## src/rtl/lfsr_pkg.sv

```systemverilog
// ---------------------------------------------------------------------------
// lfsr_pkg
// Shared definitions for the LFSR burst controller and its LFSR core:
//   - lfsr_state_e : controller FSM state encoding (IDLE, LOAD, RUN, DONE)
//   - TAP_*        : zero-based bit indices of the Fibonacci XNOR taps
//                    (polynomial taps 16, 15, 13, 4 -> bits 15, 14, 12, 3)
//   - LOCKUP_FIX   : helper that replaces the XNOR lock-up seed (all ones)
// ---------------------------------------------------------------------------
package lfsr_pkg;

    typedef enum logic [1:0] {
        ST_IDLE = 2'd0,
        ST_LOAD = 2'd1,
        ST_RUN  = 2'd2,
        ST_DONE = 2'd3
    } lfsr_state_e;

    localparam int TAP_A = 15;
    localparam int TAP_B = 14;
    localparam int TAP_C = 12;
    localparam int TAP_D = 3;

    // An XNOR LFSR stuck at all ones never leaves it, so that seed is
    // swapped for all zeros, which is a legal point on the sequence.
    function automatic logic [15:0] lockup_fix(input logic [15:0] seed);
        return (&seed) ? 16'h0000 : seed;
    endfunction

endpackage

```

## src/rtl/lfsr16_core.sv

```systemverilog
// ---------------------------------------------------------------------------
// lfsr16_core
// Fibonacci XNOR LFSR register. Shifts left by one bit per enabled cycle,
// with the XNOR of the tap bits entering at bit 0. Load has priority over
// enable. Holds its value when neither is asserted.
// Ports:
//   i_Clk    : clock, rising edge
//   i_Rst    : synchronous active-high reset, clears the state to zero
//   i_Load   : load i_Seed into the state
//   i_Enable : advance the sequence by one step
//   i_Seed   : value to load
//   o_State  : current LFSR state
// ---------------------------------------------------------------------------
module lfsr16_core
    import lfsr_pkg::*;
#(
    parameter int NUM_BITS = 16
) (
    input  logic                i_Clk,
    input  logic                i_Rst,
    input  logic                i_Load,
    input  logic                i_Enable,
    input  logic [NUM_BITS-1:0] i_Seed,
    output logic [NUM_BITS-1:0] o_State
);

    logic [NUM_BITS-1:0] r_State;
    logic                w_Feedback;

    assign w_Feedback = ~(r_State[TAP_A] ^ r_State[TAP_B] ^ r_State[TAP_C] ^ r_State[TAP_D]);

    always_ff @(posedge i_Clk) begin
        if (i_Rst) begin
            r_State <= '0;
        end else if (i_Load) begin
            r_State <= i_Seed;
        end else if (i_Enable) begin
            r_State <= {r_State[NUM_BITS-2:0], w_Feedback};
        end
    end

    assign o_State = r_State;

endmodule

```

## src/rtl/lfsr_burst_ctrl.sv

```systemverilog
// ---------------------------------------------------------------------------
// lfsr_burst_ctrl
// Accepts a burst request (seed + word count) and streams that many LFSR
// words over a valid/ready interface, then pulses o_Done. A burst may be
// cut short by i_Abort, which is reported through o_Aborted with o_Done.
// Ports:
//   i_Clk, i_Rst              : clock and synchronous active-high reset
//   i_Start_Valid/o_Start_Ready : request handshake
//   i_Seed, i_Count           : burst seed and length, sampled on handshake
//   i_Abort                   : ends an active burst (LOAD or RUN)
//   o_Data/o_Valid/i_Ready    : output word stream
//   o_Busy                    : controller not in IDLE
//   o_Done, o_Aborted         : end-of-burst pulse and its abort qualifier
// ---------------------------------------------------------------------------
module lfsr_burst_ctrl
    import lfsr_pkg::*;
#(
    parameter int NUM_BITS = 16,
    parameter int CNT_BITS = 16
) (
    input  logic                i_Clk,
    input  logic                i_Rst,
    input  logic                i_Start_Valid,
    output logic                o_Start_Ready,
    input  logic [NUM_BITS-1:0] i_Seed,
    input  logic [CNT_BITS-1:0] i_Count,
    input  logic                i_Abort,
    output logic [NUM_BITS-1:0] o_Data,
    output logic                o_Valid,
    input  logic                i_Ready,
    output logic                o_Busy,
    output logic                o_Done,
    output logic                o_Aborted
);

    lfsr_state_e         r_State;
    logic [NUM_BITS-1:0] r_Seed;
    logic [CNT_BITS-1:0] r_Remaining;
    logic                r_Aborted;

    logic                w_Beat;
    logic                w_Load;
    logic [NUM_BITS-1:0] w_SeedFixed;
    logic [NUM_BITS-1:0] w_CoreState;

    assign w_Beat      = (r_State == ST_RUN) && i_Ready;
    assign w_Load      = (r_State == ST_LOAD);
    assign w_SeedFixed = lockup_fix(r_Seed);

    // The core is loaded on every LOAD cycle, even for zero-length or
    // aborted bursts; nothing is presented then, so the load is harmless.
    lfsr16_core #(
        .NUM_BITS (NUM_BITS)
    ) u_core (
        .i_Clk    (i_Clk),
        .i_Rst    (i_Rst),
        .i_Load   (w_Load),
        .i_Enable (w_Beat),
        .i_Seed   (w_SeedFixed),
        .o_State  (w_CoreState)
    );

    // Burst sequencing. Reset wins over abort and handshake. In RUN a beat
    // that coincides with an abort still decrements the count (the word was
    // delivered); the abort then forces DONE regardless of what remains.
    always_ff @(posedge i_Clk) begin
        if (i_Rst) begin
            r_State     <= ST_IDLE;
            r_Seed      <= '0;
            r_Remaining <= '0;
            r_Aborted   <= 1'b0;
        end else begin
            unique case (r_State)
                ST_IDLE: begin
                    if (i_Start_Valid) begin
                        r_Seed      <= i_Seed;
                        r_Remaining <= i_Count;
                        r_Aborted   <= 1'b0;
                        r_State     <= ST_LOAD;
                    end
                end
                ST_LOAD: begin
                    if (i_Abort) begin
                        r_Aborted <= 1'b1;
                        r_State   <= ST_DONE;
                    end else if (r_Remaining == '0) begin
                        r_State <= ST_DONE;
                    end else begin
                        r_State <= ST_RUN;
                    end
                end
                ST_RUN: begin
                    if (w_Beat) begin
                        r_Remaining <= r_Remaining - CNT_BITS'(1);
                    end
                    if (i_Abort) begin
                        r_Aborted <= 1'b1;
                        r_State   <= ST_DONE;
                    end else if (w_Beat && (r_Remaining == CNT_BITS'(1))) begin
                        r_State <= ST_DONE;
                    end
                end
                ST_DONE: begin
                    r_State <= ST_IDLE;
                end
                default: begin
                    r_State <= ST_IDLE;
                end
            endcase
        end
    end

    assign o_Start_Ready = (r_State == ST_IDLE);
    assign o_Valid       = (r_State == ST_RUN);
    assign o_Data        = w_CoreState;
    assign o_Busy        = (r_State != ST_IDLE);
    assign o_Done        = (r_State == ST_DONE);
    assign o_Aborted     = (r_State == ST_DONE) && r_Aborted;

endmodule

```

## config.mk

```make
export PLATFORM = sky130hd
export DESIGN_NAME = lfsr_burst_ctrl
export DESIGN_NICKNAME = d
export VERILOG_FILES = /design/src/rtl/lfsr_pkg.sv /design/src/rtl/lfsr16_core.sv /design/src/rtl/lfsr_burst_ctrl.sv
export SDC_FILE = /design/constraint.sdc
export NUM_CORES = 1
export LEC_CHECK = 0
export ABC_AREA = 0
export ABC_CLOCK_PERIOD_IN_PS = 2790
export CORE_AREA = 3 3 94 114
export DETAILED_ROUTE_END_ITERATION = 12
export DIE_AREA = 0 0 97 117
export GPL_ROUTABILITY_DRIVEN = 0
export PLACE_DENSITY = 0.5
export SLEW_MARGIN = 30
export SYNTH_ARGS = -nofsm -noshare
export SYNTH_HDL_FRONTEND = slang
export SYNTH_HIERARCHICAL = 1
export SYNTH_SLANG_ARGS = --single-unit
```

## constraint.sdc

```tcl
create_clock -name i_Clk -period 2.79 [get_ports i_Clk]
set_clock_uncertainty 0.1 [all_clocks]
set_input_delay 0.279 -clock i_Clk [delete_from_list [all_inputs] [get_ports i_Clk]]
set_output_delay 0.279 -clock i_Clk [all_outputs]
set_load 0.02 [all_outputs]
```

==> impl_metrics.json, run 1 <==
{
  "arrival_ps": 2050,
  "worst_pin_slew_ps": 807,
  "fin_tns_setup_ps": 0,
  "final.min_clock_period_ps": 2430,
  "final_area_sq_mm": 0.00373,
  "numClockSinks": 51,
  "synth.distinct_cells": 54,
  "final-hold-violation-count": 0,
  "rows": 39,
  "fmax_mhz": 412,
  "n_antenna_cell": 0,
  "grt_overflow": 0,
  "ios": 58,
  "crit_path_top_delay_cell": "clkdlybuf4s50_1",
  "syn_inst": 347,
  "drive_above_1_share": 0.103,
  "place_area_sq_mm": 0.00357,
  "root_buffer": "clkbuf_16",
  "cp.required_ps": 2410,
  "wl_per_cell_um": 14.8,
  "core_sq_mm": 0.00961,
  "synth_fp_nets": 391,
  "synth.top_cell.area_share": 0.353,
  "drc": 0,
  "layout.area.seq_sq_mm": 0.00102,
  "dpl_worst_slack_ps": 498,
  "netlist_top_cells_area": "dfxtp_1 (35%), nand2_1 (5.8%), a21oi_1 (5.7%)",
  "cts_buffer_depth": 2,
  "holdPathStages": 2,
  "grt_max_degree": 34,
  "clock_latency_ps": 290,
  "critPathLaunchType": "register",
  "cp.depth": 3,
  "cts_resized": 0,
  "min_period_over_period": 0.870,
  "rsz0062_at_grt": "no",
  "post_cts_buffers": 0,
  "syn2layout_area_growth_pct": 28.8,
  "netlist_area_sq_mm": 0.00289,
  "multi_input_area_sq_mm": 0.00172,
  "dp_hpwl_um": 5710,
  "cts_tree": "built",
  "synth-edff-count": 0,
  "rr_worst_depth": 6,
  "grtUsageTotal": 0.141,
  "crit_type": "reg2out",
  "p_leak_nw": 1.39,
  "avgSynthCellArea_sq_um": 8.34,
  "p_per_area_mw_per_mm2": 877,
  "grt_pass1_wl_um": 13000,
  "firstDrtPassIters": 4,
  "drt_iter0_markers": 62,
  "dieHeight_um": 117,
  "cpPeakStageDelay_ps": 610,
  "synth_ff_type": "dfxtp_1",
  "ir_drop_v": 0.000393,
  "max_cap_violations": 0,
  "initial_utilization": 0.301,
  "antenna_found_initial": 0,
  "fillers": 1027,
  "cts_hold_buf": 0,
  "numCtsBuffers": 5,
  "hold_path_class": "reg2reg",
  "fin_ws_ps": 363,
  "die_area_sq_mm": 0.0113,
  "worstPathCellList": "ha_1 -> buf_4 -> clkdlybuf4s50_1",
  "outcome": "finished, final reports clean",
  "htree_num_levels": 2,
  "yosysWarnings": 6,
  "cp-end-kind": "output pin",
  "crit_family": "buffers and inverters",
  "yosysTopAreaCell": "dfxtp_1",
  "ys_ff_latch": 51,
  "grt_pass1_vias": 2671,
  "async_reset_ff_frac": 0,
  "wl_um": 7710,
  "vias_per_cell": 4.94,
  "maxSlewHeadroom": 0.460,
  "final_net_count": 441,
  "slew_violations": 0,
  "drtAntennaViolNets": 0,
  "setup_viol": 0,
  "crit_buf_inv": 2,
  "ys_seq_area_frac": 0.353,
  "num_vias": 2576,
  "die_w_um": 97,
  "clkSlewWorstSetupHoldPaths_ps": 70,
  "critPathMaxFanout": 13,
  "io_buffers": 57
}
cells in the final DEF (no fill, tap or decap), types with 2 or more instances in the layout:
cell	n
nand2b_1	8
clkdlybuf4s50_1	56
a41oi_1	2
and2_1	2
o41ai_1	2
nor3_1	9
o32ai_1	3
o21ai_0	8
nor2b_1	22
nor2_1	25
nor4_1	5
nand4b_1	2
a31oi_1	5
or3_1	5
ha_1	7
mux2i_1	16
xnor2_1	2
clkbuf_16	5
or4_1	2
a221oi_1	2
nand2_1	45
nand4_1	6
mux2_4	8
dfxtp_1	51
a21oi_1	33
and4_1	3
o22ai_1	2
buf_4	10
mux2_2	8
inv_1	11
a211oi_1	4
nand3_1	5
path summary, 6_finish.rpt:
path	endpoint	from	slack, ps
setup / recovery	o_Valid	r_State[1]	360
setup reg to reg	r_Remaining[7]	r_State[1]	480
hold reg to reg	r_Seed[0]	r_Seed[0]	370
hold / removal	r_Seed[0]	r_Seed[0]	370
metal layers:
| metal | track usage | up-vias | part of all wire | wire length [um] |
|---|---|---|---|---|
| li1 | - | 1330 | - | - |
| met4 | 0.0524 | 0 | 0.022 | 171 |
| met1 | 0.173 | 1183 | 0.47 | 3630 |
| met5 | 0 | - | 0 | 0 |
| met2 | 0.247 | 49 | 0.47 | 3620 |
| met3 | 0.0290 | 14 | 0.038 | 292 |
synth_stat cells (all sizes together) (2+ instances only):
| library cell | n |
|---|---|
| a211oi | 4 |
| a21oi | 33 |
| a221oi | 2 |
| a31oi | 5 |
| a41oi | 2 |
| and2 | 2 |
| and4 | 3 |
| buf | 7 |
| clkbuf | 17 |
| dfxtp | 51 |
| ha | 7 |
| inv | 11 |
| mux2 | 16 |
| mux2i | 16 |
| nand2 | 45 |
| nand2b | 8 |
| nand3 | 5 |
| nand4 | 6 |
| nand4b | 2 |
| nor2 | 25 |
| nor2b | 22 |
| nor3 | 9 |
| nor4 | 6 |
| nor4b | 2 |
| o21ai | 8 |
| o22ai | 2 |
| o32ai | 4 |
| o41ai | 2 |
| or3 | 5 |
| or4 | 3 |
| xnor2 | 2 |
where the power goes:
group          internal, mW  total (mW)  switching (mW)
clock                 0.359       0.640           0.281
sequential            0.893        1.06           0.164
combinational         0.663        1.57           0.909
total                  1.92        3.27            1.35
worst register-to-register path, cell delays in order (launching register included):
cell      delay (ps)
dfxtp_1          430
inv_1             90
ha_1             330
o211ai_1         710
buf_4            290
nor3_1            60
nor4_1           210
registers in the layout, indices dropped and copies added, names as in the netlist:
signal,cells
r_Remaining,16
r_Aborted,1
r_State,2
u_core/o_State,16
r_Seed,16
per-stage QoR:
step / utilization / power, mW / hold slack [ps] / cells
after global routing: 0.388 / 3.54 / 394 / 521
after detailed placement: 0.372 / 2.66 / 362 / 513
after floorplan: - / 2.19 / 315 / 347
final: 0.388 / 3.27 / 369 / 521
after global placement: 0.372 / 2.64 / 359 / 513
after CTS: 0.388 / 3.32 / 372 / 521
cell families after synthesis:
group | after synthesis | share of synthesized area
DFF | 51 | 0.353
xor gates and xnor gates | 3 | 0.00908
buffers and inverters | 35 | 0.0566
adders and majority gates | 7 | 0.0303
and+or+nand+nor | 146 | 0.262
AOI/OAI and AO/OA | 73 | 0.161
muxes | 32 | 0.128
layout make-up:
cell class                 count  area share
multi-input combinational    261       0.460
sequential                    51       0.274
timing repair buffer          67       0.172
tap                          123      0.0413
clock buffer                   6      0.0373
inverter                      11      0.0111
clock inverter                 2     0.00436
Power figures use the tool's default switching activity.
==> run 2: changes to the inputs <==
- CAP_MARGIN: unset -> 10
==> results of run 2 <==
Same layout as run 1: the final DEF is identical, and so are final timing and power.
==> RTL change (flow settings as in run 1) <==
Change the parameter `CNT_BITS` from 16 to 24.
--- a/src/rtl/lfsr_burst_ctrl.sv
+++ b/src/rtl/lfsr_burst_ctrl.sv
@@ -17,5 +17,5 @@
 #(
     parameter int NUM_BITS = 16,
-    parameter int CNT_BITS = 16
+    parameter int CNT_BITS = 24
 ) (
     input  logic                i_Clk,
Interface: changed (resized i_Count); port bits go from 58 to 66. The function was not compared with the original's and may differ.
==> RTL change against run 1 <==
  * Worst setup slack better by 0.040 ns
  * Global-route usage up 2.0 points
  * Combinational power grew 20%
  * Sequential cell count increased by 8
  * Clock power increased by 91%
  * Synthesized area is 17% higher
  * Critical endpoint is now r_Remaining[22]
  * Sequential power grew 27%
  * Count of clock-buffer cells in the layout increased by 5
  * Total power increased by 36%
  * Wire length up 14%
  * Via count is 18% higher
  * Register-to-register slack worse by 0.08 ns
  * Highest routed layer unchanged
  * Cell area rose by 19%
==> RTL change: results (changes against run 1) <==
Parameter                              Value

Outcome
  Outcome ... finished, final reports clean (unchanged)

Clock tree
  Latest clock arrival within the worst-skew pair ... 0.32 ns (was 0.29 ns)
  H-tree Lvls ... 3 (was 2)

Critical path
  Worst-path maximum fanout ... 9 (was 13)
  Cell type of the slowest stage on the worst timing path ... sky130_fd_sc_hd__nor4_1 (was sky130_fd_sc_hd__clkdlybuf4s50_1)

Routing
  Met3 wire len ... 346 um (was 292 um)
  WL met2 ... 4.27 mm (was 3.62 mm)
  Detailed Route WL ... 8.80 mm (was 7.71 mm)
  Met1 WL ... 4.07 mm (was 3.63 mm)

Power
  Static Leak ... 0.00161 uW (was 0.00139 uW)
  IR Drop Worst-Case VDD ... 387 uV (was 393 uV)
  Net switching power of the design ... 1750 uW (was 1350 uW)
  Internal ... 2710 uW (was 1920 uW)

Synth
  Leading cell types by total area after synthesis ... sky130_fd_sc_hd__dfxtp_1 35%, sky130_fd_sc_hd__a21oi_1 5.9%, sky130_fd_sc_hd__nand2_1 5.8% (was sky130_fd_sc_hd__dfxtp_1 35%, sky130_fd_sc_hd__nand2_1 5.8%, sky130_fd_sc_hd__a21oi_1 5.7%)
  Synth Net Count ... 457 (was 391)
  Compound-cell area share of the yosys netlist ... 17.6% (was 16.1%)
  Adder-Cell Fraction of Synth Area ... 2.60% (was 3.03%)

Global routing
  GR Layer Usage met3 ... 3.50% (was 2.90%)
  Global-route wire length before repair ... 14.8 mm (was 13.0 mm)
  Gr usage total ... 16.1% (was 14.1%)
  Maximum number of pins on one net before global-route repair ... 43 (was 34)
  Via count of the first global-routing pass ... 2,999 (was 2,671)

Finish
  Fraction of final layout cells sized beyond drive strength 1 ... 12.3% (was 10.3%)
  Final nets ... 513 (was 441)

Timing
  Rel. slew slack ... 49.8% (was 46.0%)

Place
  Worst-case setup slack after placement ... 0.437 ns (was 0.498 ns)
==> RTL change: path summary, 6_finish.rpt <==
| check | startpoint | to | slack (ns) | cells past startpoint |
|---|---|---|---|---|
| setup / recovery | r_State[0] | r_Remaining[22] | 0.40 | 7 |
| hold / removal | i_Rst | u_core/o_State[2] | 0.27 | 2 |
| setup reg to reg | r_State[0] | r_Remaining[22] | 0.40 | 7 |
| hold reg to reg | r_Seed[4] | r_Seed[4] | 0.37 | 2 |
==> RTL change: cell type report <==
type,instances,area [um2],area share (%)
multi-input cells,302,2000,45.1
clock buffers,11,253,5.69
inverters,13,48.8,1.10
repair buffers,76,728,16.4
well taps,123,154,3.47
clock inverters,4,73.8,1.66
flip-flops and latches,59,1180,26.6
==> RTL change: stage by stage <==
step | instance area [um2] | std cells | hold slack [ns]
final | 4440 | 588 | 0.274
after CTS | 4440 | 588 | 0.269
after global placement | 4110 | 573 | 0.355
after floorplan | 3370 | 405 | 0.315
after detailed placement | 4110 | 573 | 0.360
after global routing | 4440 | 588 | 0.310
